==> config.mk <==
export PLATFORM = sky130hd
export DESIGN_NAME = alu_ctrl_muldiv
export DESIGN_NICKNAME = d
export VERILOG_FILES = /design/src/rtl/alu_ctrl_muldiv.sv
export SDC_FILE = /design/constraint.sdc
export NUM_CORES = 1
export LEC_CHECK = 0
export CAP_MARGIN = 20
export CORE_MARGIN = 10
export CORE_UTILIZATION = 40
export CTS_BUF_LIST = sky130_fd_sc_hd__clkbuf_4 sky130_fd_sc_hd__clkbuf_8
export CTS_CLUSTER_SIZE = 25
export DETAILED_ROUTE_END_ITERATION = 12
export GPL_ROUTABILITY_DRIVEN = 0
export PLACE_DENSITY = 0.57
export SLEW_MARGIN = 20
export SYNTH_ARGS = -nofsm -noshare
export SYNTH_HDL_FRONTEND = slang
export SYNTH_SLANG_ARGS = --single-unit
==> constraint.sdc <==
create_clock -name clk -period 10.94 [get_ports clk]
set_input_delay 1.094 -clock clk [delete_from_list [all_inputs] [get_ports clk]]
set_output_delay 1.094 -clock clk [all_outputs]
set_load 0.05 [all_outputs]
==> src/rtl/alu_ctrl_muldiv.sv <==
// Execute-stage control: RV32I ALU decode plus an iterative shift-add multiplier
// and restoring divider for RV32M, with a busy/done handshake to the control FSM.
//
// state  | meaning
// -------|-----------------------------------------------------------------
// IDLE   | waiting for start with is_md=1
// CALC   | one multiply/divide step per cycle until the counter expires
// FIXUP  | sign correction and result selection, md_result written on exit
// DONE   | done pulse for one cycle, then back to IDLE
module alu_ctrl_muldiv #(
   parameter int WIDTH = 32
) (
   input  logic             clk,
   input  logic             rst,
   input  logic [1:0]       ALU_Op,
   input  logic [2:0]       Funct3,
   input  logic [6:0]       Funct7,
   input  logic [WIDTH-1:0] SrcA,
   input  logic [WIDTH-1:0] SrcB,
   input  logic             start,
   output logic [3:0]       ALUControl,
   output logic             is_md,
   output logic             illegal,
   output logic             busy,
   output logic             done,
   output logic [WIDTH-1:0] md_result
);

   localparam int CW = $clog2(WIDTH) + 1;

   localparam logic [3:0] ALU_ADD  = 4'b0000;
   localparam logic [3:0] ALU_SUB  = 4'b0001;
   localparam logic [3:0] ALU_AND  = 4'b0010;
   localparam logic [3:0] ALU_OR   = 4'b0011;
   localparam logic [3:0] ALU_XOR  = 4'b0100;
   localparam logic [3:0] ALU_SLL  = 4'b0101;
   localparam logic [3:0] ALU_SRL  = 4'b0110;
   localparam logic [3:0] ALU_SRA  = 4'b0111;
   localparam logic [3:0] ALU_SLT  = 4'b1000;
   localparam logic [3:0] ALU_SLTU = 4'b1001;

   typedef enum logic [1:0] {S_IDLE, S_CALC, S_FIXUP, S_DONE} state_t;

   function automatic logic [3:0] f3_map(input logic [2:0] f3);
      case (f3)
         3'b000:  f3_map = ALU_ADD;
         3'b001:  f3_map = ALU_SLL;
         3'b010:  f3_map = ALU_SLT;
         3'b011:  f3_map = ALU_SLTU;
         3'b100:  f3_map = ALU_XOR;
         3'b101:  f3_map = ALU_SRL;
         3'b110:  f3_map = ALU_OR;
         default: f3_map = ALU_AND;
      endcase
   endfunction

   always_comb begin
      is_md      = (ALU_Op == 2'b10) && (Funct7 == 7'b0000001);
      ALUControl = ALU_ADD;
      illegal    = 1'b0;
      case (ALU_Op)
         2'b00: ALUControl = ALU_ADD;
         2'b01: ALUControl = ALU_SUB;
         2'b10: begin
            if (is_md) begin
               ALUControl = ALU_ADD;
            end else if (Funct7 == 7'b0000000) begin
               ALUControl = f3_map(Funct3);
            end else if (Funct7 == 7'b0100000) begin
               if (Funct3 == 3'b000)      ALUControl = ALU_SUB;
               else if (Funct3 == 3'b101) ALUControl = ALU_SRA;
               else                       illegal    = 1'b1;
            end else begin
               illegal = 1'b1;
            end
         end
         default: begin
            if (Funct3 == 3'b101 && Funct7[5]) ALUControl = ALU_SRA;
            else                               ALUControl = f3_map(Funct3);
         end
      endcase
   end

   state_t               state_q, state_d;
   logic [CW-1:0]        cnt_q, cnt_d;
   logic [2*WIDTH-1:0]   acc_q, acc_d;
   logic [WIDTH-1:0]     opnd_q, opnd_d;
   logic [2:0]           op_q, op_d;
   logic                 neg_q, neg_d;
   logic                 rem_neg_q, rem_neg_d;
   logic                 zero_q, zero_d;
   logic [WIDTH-1:0]     result_q, result_d;
   logic                 busy_q, busy_d;
   logic                 done_q, done_d;

   logic                 a_signed, b_signed, a_sgn, b_sgn;
   logic [WIDTH-1:0]     a_mag, b_mag;
   logic [WIDTH:0]       mul_sum, div_shift, div_diff;
   logic [2*WIDTH-1:0]   prod;
   logic [WIDTH-1:0]     quot, remd;

   // Signedness per funct3: mul/mulh/div/rem fully signed, mulhsu signs only SrcA.
   always_comb begin
      a_signed  = (Funct3 == 3'b000) || (Funct3 == 3'b001) || (Funct3 == 3'b010) ||
                  (Funct3 == 3'b100) || (Funct3 == 3'b110);
      b_signed  = (Funct3 == 3'b000) || (Funct3 == 3'b001) ||
                  (Funct3 == 3'b100) || (Funct3 == 3'b110);
      a_sgn     = a_signed && SrcA[WIDTH-1];
      b_sgn     = b_signed && SrcB[WIDTH-1];
      a_mag     = a_sgn ? -SrcA : SrcA;
      b_mag     = b_sgn ? -SrcB : SrcB;
      mul_sum   = {1'b0, acc_q[2*WIDTH-1:WIDTH]} +
                  (acc_q[0] ? {1'b0, opnd_q} : {(WIDTH+1){1'b0}});
      div_shift = acc_q[2*WIDTH-1:WIDTH-1];
      div_diff  = div_shift - {1'b0, opnd_q};
      prod      = neg_q ? -acc_q : acc_q;
      quot      = neg_q ? -acc_q[WIDTH-1:0] : acc_q[WIDTH-1:0];
      remd      = rem_neg_q ? -acc_q[2*WIDTH-1:WIDTH] : acc_q[2*WIDTH-1:WIDTH];
   end

   always_comb begin
      state_d   = state_q;
      cnt_d     = cnt_q;
      acc_d     = acc_q;
      opnd_d    = opnd_q;
      op_d      = op_q;
      neg_d     = neg_q;
      rem_neg_d = rem_neg_q;
      zero_d    = zero_q;
      result_d  = result_q;
      case (state_q)
         S_IDLE: begin
            if (start && is_md) begin
               op_d      = Funct3;
               opnd_d    = Funct3[2] ? b_mag : a_mag;
               acc_d     = {{WIDTH{1'b0}}, (Funct3[2] ? a_mag : b_mag)};
               neg_d     = a_sgn ^ b_sgn;
               rem_neg_d = a_sgn;
               zero_d    = (SrcB == '0);
               cnt_d     = CW'(WIDTH);
               state_d   = S_CALC;
            end
         end
         S_CALC: begin
            if (cnt_q == '0) begin
               state_d = S_FIXUP;
            end else begin
               cnt_d = cnt_q - 1'b1;
               if (!op_q[2]) begin
                  acc_d = {mul_sum, acc_q[WIDTH-1:1]};
               end else if (!div_diff[WIDTH]) begin
                  acc_d = {div_diff[WIDTH-1:0], acc_q[WIDTH-2:0], 1'b1};
               end else begin
                  acc_d = {div_shift[WIDTH-1:0], acc_q[WIDTH-2:0], 1'b0};
               end
            end
         end
         S_FIXUP: begin
            // Divide-by-zero quotient is all ones regardless of operand signs.
            if (!op_q[2])            result_d = (op_q[1:0] == 2'b00) ? prod[WIDTH-1:0]
                                                                     : prod[2*WIDTH-1:WIDTH];
            else if (op_q[1])        result_d = remd;
            else if (zero_q)         result_d = '1;
            else                     result_d = quot;
            state_d = S_DONE;
         end
         default: state_d = S_IDLE;
      endcase
      busy_d = (state_d == S_CALC) || (state_d == S_FIXUP);
      done_d = (state_d == S_DONE);
   end

   always_ff @(posedge clk or negedge rst) begin
      if (!rst) begin
         state_q   <= S_IDLE;
         cnt_q     <= '0;
         acc_q     <= '0;
         opnd_q    <= '0;
         op_q      <= '0;
         neg_q     <= 1'b0;
         rem_neg_q <= 1'b0;
         zero_q    <= 1'b0;
         result_q  <= '0;
         busy_q    <= 1'b0;
         done_q    <= 1'b0;
      end else begin
         state_q   <= state_d;
         cnt_q     <= cnt_d;
         acc_q     <= acc_d;
         opnd_q    <= opnd_d;
         op_q      <= op_d;
         neg_q     <= neg_d;
         rem_neg_q <= rem_neg_d;
         zero_q    <= zero_d;
         result_q  <= result_d;
         busy_q    <= busy_d;
         done_q    <= done_d;
      end
   end

   assign busy      = busy_q;
   assign done      = done_q;
   assign md_result = result_q;

endmodule

; After elaboration in Yosys (flattened, before gate mapping)
; Index checks and enable logic that the tools add are counted.
[totals]
ff_bits = 144
input_bits = 79
out_inout_bits = 40
wordCells = 96
[classes]
add_sub_neg = 8
n_eq_ne = 17
muxes = 37
n_bitwise = 1
n_reduce_logical = 22
[ops]
columns = operator, n
row1 = 2-to-1 mux 32 bit, 11
row2 = 2-to-1 mux 64 bit, 5
row3 = negation 32 bit, 4
row4 = case mux 64 bit (2 select lines), 1
row5 = negation 64 bit, 1
row6 = adder 32 x 32 -> 33 bit, 1
row7 = subtractor 33 x 32 -> 33 bit, 1
row8 = logical NOT 32 bit, 1
row9 = case mux 4 bit (7 select lines), 1
row10 = 2-to-1 mux 4 bit, 3
row11 = 2-to-1 mux 6 bit, 2
row12 = case mux 4 bit (3 select lines), 1
row13 = case mux 6 bit (2 select lines), 1
row14 = == test 3 bit (second input constant), 3
row15 = 2-to-1 mux 3 bit, 3
row16 = == test 2 bit (second input constant), 4
row17 = == test 7 x 1 -> 1 bit (second input constant), 1
row18 = == test 7 x 6 -> 1 bit (second input constant), 1
row19 = logical NOT 7 bit, 1
row20 = logical OR 1 bit, 7
row21 = == test 2 x 1 -> 1 bit (second input constant), 3
row22 = == test 3 x 2 -> 1 bit (second input constant), 2
row23 = logical NOT 2 bit, 3
row24 = logical NOT 6 bit, 1
row25 = 12 further kinds, 23

; Longest topological paths before layout
[depth]
word_depth = 10
ltp_mapped = 15
mapped_depth_nobuf = 13

; Worst setup path before layout
; No wires, ideal clock.
[synth_path]
kind = input to output
startpoint = input Funct7[3]
endpoint = output ALUControl[2]
arrival_time_ns = 3.799
t_required_ns = 9.846
slack_ns = 6.047
cell_stages = 5
path_buffers = 0
path_cell_list = or4_1 -> nor3_1 -> a21o_1 -> a21oi_1 -> nor4b_1
[synth_via]
elab_chain_len = 5
word_cells_on_any_way = 8
classes_between = eq/ne: 2 / mux: 4 / reduce/logical: 2
[synth_lines]
columns = item, line
row1 = from (decl), 17  ; input logic [6:0] Funct7,
row2 = == test 7 x 6 -> 1 bit, 69  ; end else if (Funct7 == 7'b0100000) begin
row3 = 2-to-1 mux 3 bit, 69
row4 = 2-to-1 mux 4 bit, 67  ; end else if (Funct7 == 7'b0000000) begin
row5 = 2-to-1 mux 4 bit (*), 65  ; if (is_md) begin
row6 = case mux 4 bit (3 select lines) (*), 61  ; case (ALU_Op)
row7 = to (decl), 21  ; output logic [3:0] ALUControl,
; Every way passes the cells marked *; elsewhere a longest branch is shown, timed or not.

; Worst setup path in the final report
[layout_path]
startpoint = input Funct3[2]
endpoint = output ALUControl[0]
[layout_via]
elab_chain_len = 7
word_cells_on_any_way = 16
classes_between = eq/ne: 6 / mux: 8 / reduce/logical: 2
[layout_lines]
columns = item, line
row1 = from (decl), 16  ; input logic [2:0] Funct3,
row2 = == test 3 bit, "45, 71, 78"
row3 = 2-to-1 mux 3 bit, 71  ; else if (Funct3 == 3'b101) ALUControl = ALU_SRA;
row4 = 2-to-1 mux 3 bit, 70  ; if (Funct3 == 3'b000) ALUControl = ALU_SUB;
row5 = 2-to-1 mux 3 bit, 69
row6 = 2-to-1 mux 4 bit, 67
row7 = 2-to-1 mux 4 bit, 65
row8 = case mux 4 bit (3 select lines) (*), 61
; Marked as above.

==> flow_metrics.py <==
metrics = {
    "clocking": {
        "htreeDepth": 4,
        "hold_buffers": 0,
        "root_buffer": "clkbuf_8",
        "cts_buffers": 17,
        "postCtsSetupBuffers": 0,
        "clock_path_buffers": 2,
        "clkTransAtPathRegs_ns": 0.08,
        "cts_num_sinks": 144,
        "insertion_delay_ns": 0.50,
        "ctsResizeCount": 0,
        "tritoncts": "done",
    },
    "die": {
        "core-area_sq_um": 36500,
        "die_height_um": 212,
        "die_area_sq_um": 45100,
        "start_util": 0.405,
        "ios": 119,
        "dieWidth_um": 212,
        "rows": 70,
    },
    "yosys": {
        "synth_top_family_by_area": "compound AO/OA/AOI/OAI gates",
        "synth_flop_cell": "dfrtp_1",
        "synth_fa_ha_area_frac": 0.0611,
        "syn-instance-count": 1966,
        "yosysSeqAreaShare": 0.244,
        "synth_edf_count": 0,
        "yosysWarningCount": 0,
        "synth_nets": 2116,
        "synth_xor_area_frac": 0.118,
        "syn_area_sq_um": 14800,
        "syn_area_per_cell_sq_um": 7.52,
        "synthMuxAreaShare": 0.0456,
        "yosysUniqueCellTypes": 82,
        "yosys.area_share.simple": 0.210,
        "ys_async_sr_fraction": 1.00,
        "synth_compound_area_frac": 0.270,
        "synth_seq_cells": 144,
    },
    "timing": {
        "hold_viol_final": 0,
        "post-route-worst-setup-slack_ns": 6.04,
        "period_minus_slack_ns": 4.90,
        "setup_viol": 0,
        "setup_tns_ns": 0,
        "slew_viol_final": 0,
        "tightest_slew_ns": 1.05,
        "fin_skew_ns": 0.0247,
        "max_slew_margin": 0.301,
        "period_share": 0.448,
        "rsz0062_at_grt": "no",
        "maxClockFrequency_mhz": 204,
    },
    "final_layout": {
        "nNetsFinal": 2140,
        "synthToLayoutAreaGrowth_pct": 12.6,
        "drive_gt1_frac": 0.0509,
        "final_cell_mix": "217 x nand2_1, 201 x nor2_1, 179 x a21oi_1, 151 x o21ai_0, 142 x dfrtp_1",
        "fillers": 3699,
        "mostFrequentLayoutCell": "nand2_1",
    },
    "grt": {
        "overflow": 0,
        "track_usage": 0.239,
        "grt_pass1_wl_um": 84200,
        "antenna_found_initial": 2,
        "grt_pass1_vias": 14300,
        "grt_max_degree": 88,
    },
    "placed_design": {
        "portBuffers": 118,
        "hpwl_um": 42100,
        "place_ws_ns": 6.04,
    },
    "detailed_routing": {
        "ant_nets": 0,
        "drtIter0Drc": 1303,
        "vias": 15200,
        "drt-total-wl_um": 55100,
        "routed_via_density": 6.16,
        "drc": 0,
        "drt_pre_antenna_iters": 7,
        "wl_per_cell_um": 22.3,
    },
    "setup_path": {
        "critPathArrivalTime_ns": 3.81,
        "start_kind": "primary input",
        "cp_common_cell": "a31oi_1",
        "cp-end-kind": "primary output",
        "critical_path.cell_chain": "buf_2, buf_4, inv_1, a211oi_1, a21oi_1, a31oi_1, a31oi_1, clkdlybuf4s50_1",
        "setup.worst_path.class": "primary input to primary output",
        "crit_slowest_cell": "clkdlybuf4s50_1",
        "cp_max_fo": 87,
        "required_ns": 9.85,
        "cpPeakStageDelay_ns": 0.72,
    },
    "power": {
        "ir_drop_mv": 0.0994,
        "power_density_nw_per_um2": 242,
        "p_leak_uw": 0.00682,
    },
    "status": {
        "status": "finished, final reports clean",
    },
    "hold_path": {
        "holdCritPathClass": "register to register",
    },
    "job": {
        "drv_cap": 0,
    },
}
==> sequential cells by signal, summed over array words and instances (netlist names) <==
register and cells:
neg_q 1, md_result 32, done 1, opnd_q 32, rem_neg_q 1, acc_q 64
op_q 3, busy 1, zero_q 1, state_q 2, cnt_q 6
==> cell type report <==
type | count | area (sq um) | area share
Timing Repair Buffer | 141 | 1350 | 0.0811
Tap cell | 468 | 586 | 0.0352
Inverter | 64 | 240 | 0.0144
Multi-Input combinational cell | 1622 | 10500 | 0.628
Clock buffer | 18 | 248 | 0.0149
Antenna cell | 2 | 5.00 | 0.000301
Clock inverter | 14 | 155 | 0.00932
Sequential cell | 144 | 3610 | 0.217
==> kinds of logic (layout without fill, tap and decap cells) <==
| kind of cell | Yosys count | after routing |
|---|---|---|
| xor gates and xnor gates | 200 | 200 |
| other | 0 | 2 |
| buffers and inverters | 200 | 237 |
| adders and majority gates | 71 | 71 |
| AOI/OAI and AO/OA | 624 | 624 |
| and+or+nand+nor | 661 | 661 |
| muxes | 66 | 66 |
| DFF | 144 | 144 |
==> per-layer routing <==
metal	GRT usage	wire, um	vias to the layer above
li1	-	-	7175
met1	0.324	24800	7336
met2	0.358	24000	643
met3	0.0666	5020	71
met4	0.0763	1370	0
met5	0	0	-
==> metrics by stage <==
step / area [sq um] / hold slack (ns) / util / instances / total power (uW)
finish: 16600 / 0.468 / 0.456 / 2473 / 4020
global route: 16600 / 0.503 / 0.456 / 2471 / 4320
CTS: 16600 / 0.475 / 0.456 / 2471 / 3980
detailed placement: 16200 / 0.456 / 0.445 / 2439 / 3510
global placement: 16200 / 0.453 / 0.445 / 2439 / 3480
floorplan: 14800 / 0.449 / - / 1966 / 2770
==> power breakdown <==
part | internal [uW] | switching, uW | total [uW]
Combinational | 1000 | 1490 | 2500
Clock | 212 | 252 | 464
Sequential | 689 | 376 | 1060
Total | 1900 | 2120 | 4020
==> worst paths after layout <==
path	from	end	slack, ns	cells after the start
worst max-delay path	Funct3[2]	ALUControl[0]	6.04	8
worst max register to register	acc_q[31]	acc_q[35]	6.50	13
max in group asynchronous	rst	op_q[2]	8.83	2
min in group asynchronous	rst	md_result[28]	0.64	1
worst min register to register	md_result[11]	md_result[11]	0.47	2
worst min-delay path	md_result[11]	md_result[11]	0.47	2
==> Yosys cell counts (11+ instances only) <==
cell	n	area (sq um)
a211oi_1	24	180
a21o_1	35	263
a21oi_1	179	896
a221o_1	15	150
a221oi_1	22	193
a22oi_1	15	113
a31oi_1	25	156
buf_1	11	41.3
clkbuf_1	118	443
dfrtp_1	144	3600
ha_1	69	863
inv_1	63	236
mux2_2	11	124
mux2i_1	55	551
nand2_1	217	815
nand2b_1	25	156
nand3_1	41	205
nand4_1	19	119
nor2_1	204	766
nor2b_1	12	75.1
nor3_1	43	215
nor4_1	13	81.3
o211ai_1	22	165
o21ai_0	151	756
o221ai_1	17	149
o31ai_1	32	240
o41ai_1	11	96.3
or3_1	15	93.8
or4_1	14	105
xnor2_1	92	806
xor2_1	108	946
==> critical path, delay by kind of cell <==
kind / cells / cell delay, ns
buf+inv: 4 / 2.01
compound gates: 4 / 0.64
No activity file was read; power rests on OpenSTA's default activity.
